File: config.mk
export PLATFORM = sky130hd
export DESIGN_NAME = tfifo
export DESIGN_NICKNAME = d
export VERILOG_FILES = /design/src/rtl/tfifo_pkg.sv /design/src/rtl/tfifo_ptr_ctrl.sv /design/src/rtl/tfifo.sv
export SDC_FILE = /design/constraint.sdc
export NUM_CORES = 1
export LEC_CHECK = 0
export CAP_MARGIN = 10
export CORE_MARGIN = 2
export CORE_UTILIZATION = 35
export CTS_CLUSTER_SIZE = 10
export DETAILED_ROUTE_END_ITERATION = 10
export DONT_BUFFER_PORTS = 1
export PLACE_DENSITY = 0.59
export SYNTH_ARGS = -nofsm -noshare
export SYNTH_HDL_FRONTEND = slang
export SYNTH_HIERARCHICAL = 1
export SYNTH_SLANG_ARGS = --single-unit
File: constraint.sdc
create_clock -name clk -period 6.1 [get_ports clk]
set_input_delay 0.915 -clock clk [delete_from_list [all_inputs] [get_ports clk]]
set_output_delay 0.915 -clock clk [all_outputs]
set_load 0.01 [all_outputs]
File: src/rtl/tfifo_pkg.sv
// tfifo shared sizing helpers and reset constants.
// Optional occupancy port: define TFIFO_OCCUPANCY_EN.
package tfifo_pkg;

  localparam int unsigned RST_PTR = 0;

  function automatic int ptr_width(input int size);
    return (size > 1) ? $clog2(size) : 1;
  endfunction

  function automatic int cnt_width(input int size);
    return $clog2(size + 1);
  endfunction

endpackage

File: src/rtl/tfifo_ptr_ctrl.sv
// tfifo head/tail/count bookkeeping with wrap for any SIZE.
// Optional occupancy port (top level): define TFIFO_OCCUPANCY_EN.
module tfifo_ptr_ctrl
  import tfifo_pkg::*;
#(
  parameter int SIZE = 2,
  localparam int PW = ptr_width(SIZE),
  localparam int CW = cnt_width(SIZE)
) (
  input  logic          clk,
  input  logic          rst,
  input  logic          do_write,
  input  logic          do_read,
  output logic [PW-1:0] head,
  output logic [PW-1:0] tail,
  output logic [CW-1:0] count,
  output logic          full,
  output logic          empty
);

  logic [PW-1:0] head_q, head_d;
  logic [PW-1:0] tail_q, tail_d;
  logic [CW-1:0] count_q, count_d;

  // SIZE need not be a power of two, so wrap explicitly.
  function automatic logic [PW-1:0] nxt(input logic [PW-1:0] p);
    return (p == PW'(SIZE - 1)) ? PW'(RST_PTR) : p + 1'b1;
  endfunction

  always_comb begin
    head_d  = head_q;
    tail_d  = tail_q;
    count_d = count_q;
    if (do_write) tail_d = nxt(tail_q);
    if (do_read)  head_d = nxt(head_q);
    case ({do_write, do_read})
      2'b10:   count_d = count_q + 1'b1;
      2'b01:   count_d = count_q - 1'b1;
      default: count_d = count_q;
    endcase
  end

  always_ff @(posedge clk or posedge rst) begin
    if (rst) begin
      head_q  <= PW'(RST_PTR);
      tail_q  <= PW'(RST_PTR);
      count_q <= '0;
    end else begin
      head_q  <= head_d;
      tail_q  <= tail_d;
      count_q <= count_d;
    end
  end

  assign head  = head_q;
  assign tail  = tail_q;
  assign count = count_q;
  assign full  = (count_q == CW'(SIZE));
  assign empty = (count_q == '0);

endmodule

File: src/rtl/tfifo.sv
// Transparent elastic FIFO: zero-latency bypass when empty, else queued.
// Optional occupancy port: define TFIFO_OCCUPANCY_EN.
module tfifo
  import tfifo_pkg::*;
#(
  parameter int SIZE     = 2,
  parameter int BITWIDTH = 32
) (
  input  logic                clk,
  input  logic                rst,
  input  logic [BITWIDTH-1:0] ins,
  input  logic                ins_valid,
  input  logic                outs_ready,
  output logic [BITWIDTH-1:0] outs,
  output logic                outs_valid,
  output logic                ins_ready
`ifdef TFIFO_OCCUPANCY_EN
  ,
  output logic [$clog2(SIZE+1)-1:0] occupancy
`endif
);

  localparam int PW = ptr_width(SIZE);
  localparam int CW = cnt_width(SIZE);

  logic [BITWIDTH-1:0] mem_q [SIZE];
  logic [PW-1:0]       head;
  logic [PW-1:0]       tail;
  logic [CW-1:0]       count;
  logic                full;
  logic                empty;
  logic                bypass;
  logic                do_write;
  logic                do_read;

  tfifo_ptr_ctrl #(.SIZE(SIZE)) u_ptr (
    .clk      (clk),
    .rst      (rst),
    .do_write (do_write),
    .do_read  (do_read),
    .head     (head),
    .tail     (tail),
    .count    (count),
    .full     (full),
    .empty    (empty)
  );

  // ins_ready depends on state only; rst gates both handshake outputs.
  always_comb begin
    ins_ready  = !rst && !full;
    outs_valid = !rst && (!empty || ins_valid);
    outs       = empty ? ins : mem_q[head];
    bypass     = empty && ins_valid && outs_ready;
    do_write   = ins_valid && ins_ready && !bypass;
    do_read    = !rst && !empty && outs_ready;
  end

  always_ff @(posedge clk) begin
    if (do_write) mem_q[tail] <= ins;
  end

`ifdef TFIFO_OCCUPANCY_EN
  assign occupancy = count;
`else
  logic cnt_unused;
  assign cnt_unused = ^count;
`endif

endmodule
# Word-level counts from Yosys, hierarchy flattened
# Memory sizes are Yosys's and may differ from the RTL's.
# Index checks and enable logic that the tools add are counted.
[word_totals] mem_bits_rw=64 out_inout_bits=34 mem_bits_ro=0 regBits=4 n_memories=1 input_bits=36 latchBits=0
[op_classes] addsub=4 div=0 reduce_logical=15 bitwise=0 magnitude_cmp=0 multipliers=0 n_mux=6 shift=0 n_eq_ne=3
[mem_list] memory="mem_q" words=2 word_bits=32 rd=1 rd_ports_with_merged_regs=0 wr=1 line_no="tfifo.sv:26" rtl="logic [BITWIDTH-1:0] mem_q [SIZE];"
[ops] cell="two-way mux 32 bit" n=1
[ops] cell="logical AND 1 bit" n=8
[ops] cell="== test 2 bit (second input constant)" n=2
[ops] cell="logical NOT 1 bit" n=4
[ops] cell="two-way mux 1 bit" n=4
[ops] cell="case mux 2 bit (2 select lines)" n=1
[ops] cell="adder 1 bit (second input constant)" n=2
[ops] cell="adder 2 x 1 -> 2 bit (second input constant)" n=1
[ops] cell="== test 2 x 1 -> 1 bit (second input constant)" n=1
[ops] cell="logical NOT 2 bit" n=1
[ops] cell="nonzero test 2 bit" n=1
[ops] cell="subtractor 2 x 1 -> 2 bit (second input constant)" n=1
[ops] cell="logical OR 1 bit" n=1

# Longest topological paths before layout
# Gate-level depths: netlist (run 1).
[logic_depth] ltp_word=7 ltp_mapped=9 mapped_depth_nobuf=8

# By module
# Netlist (run 1), hierarchy kept.
[modules_own_cells] mod="tfifo" instances=1 seq_area_each_um2=1921.8 area_each_um2=2677.6 cells_per_inst=179
[modules_own_cells] mod="tfifo_ptr_ctrl" instances=1 seq_area_each_um2=100.1 area_each_um2=180.2 cells_per_inst=15

# Worst setup path before layout (run 1)
# Ideal clock, no wire load.
[synth_timing] kind="input port to flip-flop" startpoint="input rst" endpoint="memory mem_q[0][0] (enable)" path_slack_ps=3623 stages=2 n_path_buf=0 arrival_time_ps=2084 required_ps=5708 setup_time_ps=392 path_cell_list="nor2_1 and4b_1"
[synth_via] elab_chain_len=6
[synth_rtl] item="start, declared" line_no="tfifo.sv:10" rtl="input logic rst,"
[synth_rtl] item="logical NOT 1 bit (no line)"
[synth_rtl] item="logical AND 1 bit" line_no="tfifo.sv:50" rtl="ins_ready = !rst && !full;"
[synth_rtl] item="logical AND 1 bit (2 in a row)" line_no="tfifo.sv:54" rtl="do_write = ins_valid && ins_ready && !bypass;"
[synth_rtl] item="two-way mux 1 bit" line_no="tfifo.sv:59" rtl="if (do_write) mem_q[tail] <= ins;"
[synth_rtl] item="two-way mux 1 bit (implied by the code)" line_no="tfifo.sv:59"
[synth_rtl] item="end, declared" line_no="tfifo.sv:26"
# No other way between the ends.

# Final worst setup path (run 1)
[layout_timing] startpoint="register u_ptr.count_q[0] (netlist: u_ptr/count[0])" endpoint="output outs[25]"
[layout_via] elab_chain_len=2
[layout_rtl] item="start, declared" line_no="tfifo_ptr_ctrl.sv:23" rtl="logic [CW-1:0] count_q, count_d;"
[layout_rtl] item="start signal, assigned" line_no="tfifo_ptr_ctrl.sv:51" rtl="count_q <= count_d;"
[layout_rtl] item="logical NOT 2 bit" line_no="tfifo_ptr_ctrl.sv:59" rtl="assign empty = (count_q == '0);"
[layout_rtl] item="via empty" line_no="tfifo.sv:31" rtl="logic empty;"
[layout_rtl] item="two-way mux 32 bit" line_no="tfifo.sv:52" rtl="outs = empty ? ins : mem_q[head];"
[layout_rtl] item="end, declared" line_no="tfifo.sv:14" rtl="output logic [BITWIDTH-1:0] outs,"
# The timed path passes the listed nets, and every way through them passes these cells.

==> metrics, run 1 <==
critical-path maximum fanout 35; Post CTS Setup Buffer Count 0; compound-gate portion of the synthesized area 5.779%; Worst Max-Slew Pin Slew 1025 ps; combinational power share 27.3%; drt pass-1 iters 4; Residual DRC 0; fmax 0.3333 GHz; diodes inserted 0; kind of critical path flop to output pin; CTS tree yes; share of cells above drive strength 1 10.50%; RR Endpoint mem_q[0][14]; Crit-path slowest cell nor2_4; first-pass GRT wire length 7659 um; largest family of logic cells by synthesized area multiplexers; Die Y 94.36 um; sequential area share after synthesis 70.75%; Synth Net Count 231; Ys Warns 6; largest net degree at the start of global routing 36; WL/cell 16.49 um; GR Overflow Total 0; Core ar. 7807 sq um; static leakage 0.001094 uW; Adder-Cell Fraction of Synth Area 0.4378%; final worst path period share 49.18%; via count 1437; mux share of post-synthesis cell area 11.21%; Clock Sinks 68; most frequent cells in the layout 64 x edfxtp_1, 33 x nand2_1, 32 x mux2i_1; Hold Crit Class input pin to async pin; critical path cell sequence nor2_4, buf_4, nand2_1, o21ai_1; crit-path max cell delay 590 ps; EDFF count, synth 64; endpoints failing setup 0; final period demand of the worst path 3000 ps; vias in the first global route 1433; final core occ 40.18%; syn_area_per_cell 14.73 sq um; RSZ-0062 raised after global routing no; 1st-iter DRT viols 38; Max transition margin 31.66%; MaxCap Viol Count 0; FF-to-FF setup slack 3560 ps; Total GRT Usage 12.10%; CTS buffer count 9; Worst-Skew Late Latency 330 ps; initial antenna violation count 0; asr flop ratio synth 5.882%; launching point of the worst reg2reg path u_ptr/count[0]; commonest non-fill, non-tap cell in the layout edfxtp_1; Worst VDD drop 239.8 uV; Vias/cell 4.758; setup TNS 0 ps; Slew Limit Fails 0; Int Pwr 1006 uW; CTS Hold Bufs 0; pwr/cell area 486.9 nW/um^2; Worst EP arrival 2080 ps; post-CTS resize count 0; GPL Wtd Cong 0.6718; CP Launch Type flop; Cell Rows 32; Clk pin slew, worst setup/hold paths 70 ps; post-synthesis instance area 2858 sq um; Die ar. 8904 sq um; Nets 232; die width 94.36 um; Ports 70; clk buf depth 2; Clk network pwr share 28.9%; Synth Instances 194; Crit path max-delay family simple AND/OR/NAND/NOR gates; clk_skew 8.559 ps; Final Hold Viols 0; final hold slack 346.8 ps; kind of end point of the critical path output pin; synthesized flop and latch total 68; status completed; Buf/Inv on CP 1; CTS Root Cell clkbuf_8; switching power 520.8 uW; simple-gate share of the synthesized area 6.173%; IO Port Bufs 0; sequential power share 43.7%; H-tree levels 3; Post-DRT Antenna Nets 0; R2R cell count 4; Switching Share 34.10%; CP Depth 4; Crit path required time 5180 ps; Area growth syn-to-layout 9.764%; xor and xnor area share after synthesis 1.532%; Starting Density 36.60%; Netlist cell types 22; Routed WL 4981 um; Main synth FF type edfxtp_1
==> synthesized netlist by cell type, drive strengths merged, types with 2 or more instances <==
cell	number	area share (%)
clkbuf	2	0.26
mux2i	32	11
inv	3	0.39
edfxtp	64	67
dfrtp	4	3.5
o21ai	32	5.6
xnor2	2	0.61
nor2	3	0.39
buf	9	3.5
xor2	3	0.92
nand2	33	4.3
==> layout make-up <==
| type | instances | area, sq um |
|---|---|---|
| multi-input combinational | 112 | 728.2 |
| timing repair buffer | 1 | 7.507 |
| clock inverter | 6 | 111.4 |
| fill | 738 | 4671 |
| clock buffer | 10 | 127.6 |
| inverter | 3 | 11.26 |
| sequential | 68 | 2023 |
| tap | 102 | 127.6 |
==> metrics by stage <==
step / cells / setup slack [ps] / power, uW / cell area, sq um
after global placement: 286 / 3461 / 1107 / 2898
after global routing: 302 / 2837 / 1622 / 3137
after CTS: 302 / 3043 / 1557 / 3137
after floorplan: 194 / 3623 / 1069 / 2858
after detailed placement: 286 / 3412 / 1113 / 2898
final: 302 / 3100 / 1527 / 3137
==> power groups by stage <==
stage | Clock, uW | Sequential [uW] | Combinational (uW)
2_1_floorplan | 0 | 615 | 454
3_3_place_gp | 0 | 681 | 427
3_5_place_dp | 0 | 683 | 430
4_1_cts | 455 | 673 | 430
5_1_grt | 473 | 681 | 468
6_report | 442 | 668 | 418
==> logic make-up after synthesis <==
family                     Yosys count
and+or+nand+nor                     41
xor gates and xnor gates             5
AOI/OAI and AO/OA                   33
adders and majority gates            1
buffers and inverters               14
DFF                                 68
muxes                               32
==> worst max-delay path by stage <==
stage,startpoint,end,slack (ps)
floorplan,rst,mem_q[0][0],3620
global placement,u_ptr/count[0],outs[3],3460
detailed placement,u_ptr/count[0],outs[25],3410
CTS,u_ptr/count[0],outs[3],3040
global route,u_ptr/count[0],outs[3],2840
finish,u_ptr/count[0],outs[25],3100
==> per-layer routing <==
layer	part of all wire [%]	GRT usage, %	up-vias
li1	-	-	711
met1	43	14.84	675
met2	48	18.57	40
met3	6.2	4.789	11
met4	2.0	6.159	0
met5	0	0	-
==> registers in the layout, indices dropped and copies added, names as in the netlist <==
| register | count |
|---|---|
| mem_q | 64 |
| u_ptr/count | 2 |
| u_ptr/head | 1 |
| u_ptr/tail | 1 |
Power figures use the tool's default switching activity.
==> run 2: changes to the inputs <==
- PLACE_DENSITY: 0.59 -> 0.61
- clock period: 6.1 -> 2.68 ns (I/O delays scaled with it)
==> run 2 against run 1 <==
Against the previous run:
- total power rose by 130%
- clock skew shrank 3.5 ps
- wire length shrank 8.0%
- clock power up 120%
- die area unchanged
- critical path type unchanged
==> metrics, run 2 (synthesis results as in run 1) <==
status completed; Clock Sinks 68 (unchanged); die width 94.36 um (unchanged); Residual DRC 0 (unchanged); via count 1430 (-0.49%); CTS Root Cell clkbuf_8; drt pass-1 iters 4 (unchanged); final instance area 3187 sq um (+1.6%); Max transition margin 66.82% (+35 points); Vias/cell 4.658 (-2.1%); Routed WL 4584 um (-8.0%); largest net degree at the start of global routing 36 (unchanged); Worst VDD drop 527.7 uV (+120%); post-detail-place hpwl 2967 um; initial antenna violation count 0 (unchanged); Clk pin slew, worst setup/hold paths 70 ps (about the same); pwr/cell area 1092 nW/um^2 (+120%); Nets 237 (+2.2%); Crit path max-delay family flip-flops; CTS tree yes; vias in the first global route 1498 (+4.5%); MaxCap Viol Count 0 (unchanged); clk_skew 5.023 ps (-3.536 ps); diodes inserted 0 (unchanged); 1st-iter DRT viols 43 (+13%); clk buf depth 2 (unchanged); RSZ-0062 raised after global routing no; Ports 70 (unchanged); Die ar. 8904 sq um (unchanged); fmax 0.4800 GHz; static leakage 0.001121 uW (+2.5%); IO Port Bufs 0 (unchanged); GPL Wtd Cong 0.6490 (-3.4%); Area growth syn-to-layout 11.52%; final worst path period share 77.73%; Multi-input gate area 726.9 sq um (-0.17%); CP Launch Type flop; WL/cell 14.93 um (-9.5%); share of cells above drive strength 1 11.22% (+0.72 points); kind of critical path flop to output pin; first-pass GRT wire length 7093 um (-7.4%); critical path cell sequence buf_12, mux2i_1, o21ai_0; critical-path maximum fanout 18 (-49%); Starting Density 36.60% (unchanged); most frequent cells in the layout 64 x edfxtp_1, 33 x nand2_1, 32 x mux2i_1; Worst-Skew Late Latency 330 ps (about the same); Crit-path slowest cell dfrtp_2; Buf/Inv on CP 1 (unchanged); crit-path max cell delay 680 ps (+90 ps); max reg flops 64 (unchanged); Hold Crit Class input pin to flop; endpoints failing setup 0 (unchanged); Worst Max-Slew Pin Slew 497.6 ps (-527.4 ps); GR Overflow Total 0 (unchanged); Final Hold Viols 0 (unchanged); Total GRT Usage 10.79% (-1.3 points); H-tree levels 3 (unchanged); kind of end point of the critical path output pin; Post-DRT Antenna Nets 0 (unchanged); Slew Limit Fails 0 (unchanged); CTS buffer count 9 (unchanged); Core ar. 7807 sq um (unchanged); Worst EP arrival 1680 ps (-400 ps); final period demand of the worst path 2083 ps; Fill cells 732 (-0.81%); Crit path required time 2280 ps (-2900 ps); commonest non-fill, non-tap cell in the layout edfxtp_1; Cell Rows 32 (unchanged); Pwr Total 3480 uW (+130%); flip-flop and latch area 2023 sq um (unchanged); Placement Cell Area 2939 sq um (+1.4%); Die Y 94.36 um (unchanged); Biggest register mem_q; setup TNS 0 ps (unchanged)
-- run 2: cell count changes in the layout (fill, tap and decap cells not counted) --
cell / change
buf_4: +3
clkinv_2: -1
and4_2: -1
buf_12: +1
dlygate4sd3_1: +1
and4_1: +1
clkinv_1: +2
clkbuf_1: -1
-- run 2: layout make-up --
type | count | area share (%)
Timing Repair Buffer | 6 | 1.885
Multi-Input combinational cell | 112 | 22.81
Tap cell | 102 | 4.005
Inverter | 3 | 0.3534
Clock inverter | 7 | 3.573
Clock buffer | 9 | 3.887
Sequential cell | 68 | 63.49
-- run 2: path summary, 6_finish.rpt --
| kind | from | end | slack (ps) | cells past startpoint |
|---|---|---|---|---|
| worst max-delay path | u_ptr/head | outs[31] | 600 | 3 |
| worst min-delay path | ins[29] | mem_q[1][29] | 160 | 0 |
| worst max register to register | u_ptr/count[0] | mem_q[0][3] | 680 | 4 |
| worst min register to register | u_ptr/tail | u_ptr/tail | 520 | 1 |
| max in group asynchronous | rst | u_ptr/head | 2110 | 2 |
| min in group asynchronous | rst | u_ptr/tail | 400 | 2 |
-- run 2: metrics by stage --
| step | hold slack (ps) | utilization, % | cells | worst slack [ps] |
|---|---|---|---|---|
| 2_1_floorplan | 168.1 | - | 194 | 502.5 |
| 3_3_place_gp | 190.9 | 37.64 | 290 | 690.0 |
| 3_5_place_dp | 191.8 | 37.64 | 290 | 669.9 |
| 4_1_cts | 138.0 | 40.82 | 307 | 537.4 |
| 5_1_grt | 129.5 | 40.82 | 307 | 478.8 |
| 6_report | 161.1 | 40.82 | 307 | 596.8 |
-- run 2: timing repair --
action / in CTS / in global routing
gates resized for setup: 0 / 0
hold buffers: 1 / 0
setup endpoints to repair: 0 / 0
hold endpoints to repair: 4 / 0
setup buffers: 0 / 0
-- run 2: power breakdown --
group | internal [uW] | total (uW) | switching (uW)
clock | 615 | 984 | 369
combinational | 371 | 1040 | 673
sequential | 1330 | 1450 | 119
-- run 2: per-layer routing --
metal | routed length (um) | GRT usage, %
met5 | 0 | 0
met4 | 87 | 5.072
met3 | 222 | 4.310
met2 | 2299 | 17.92
met1 | 1975 | 12.21
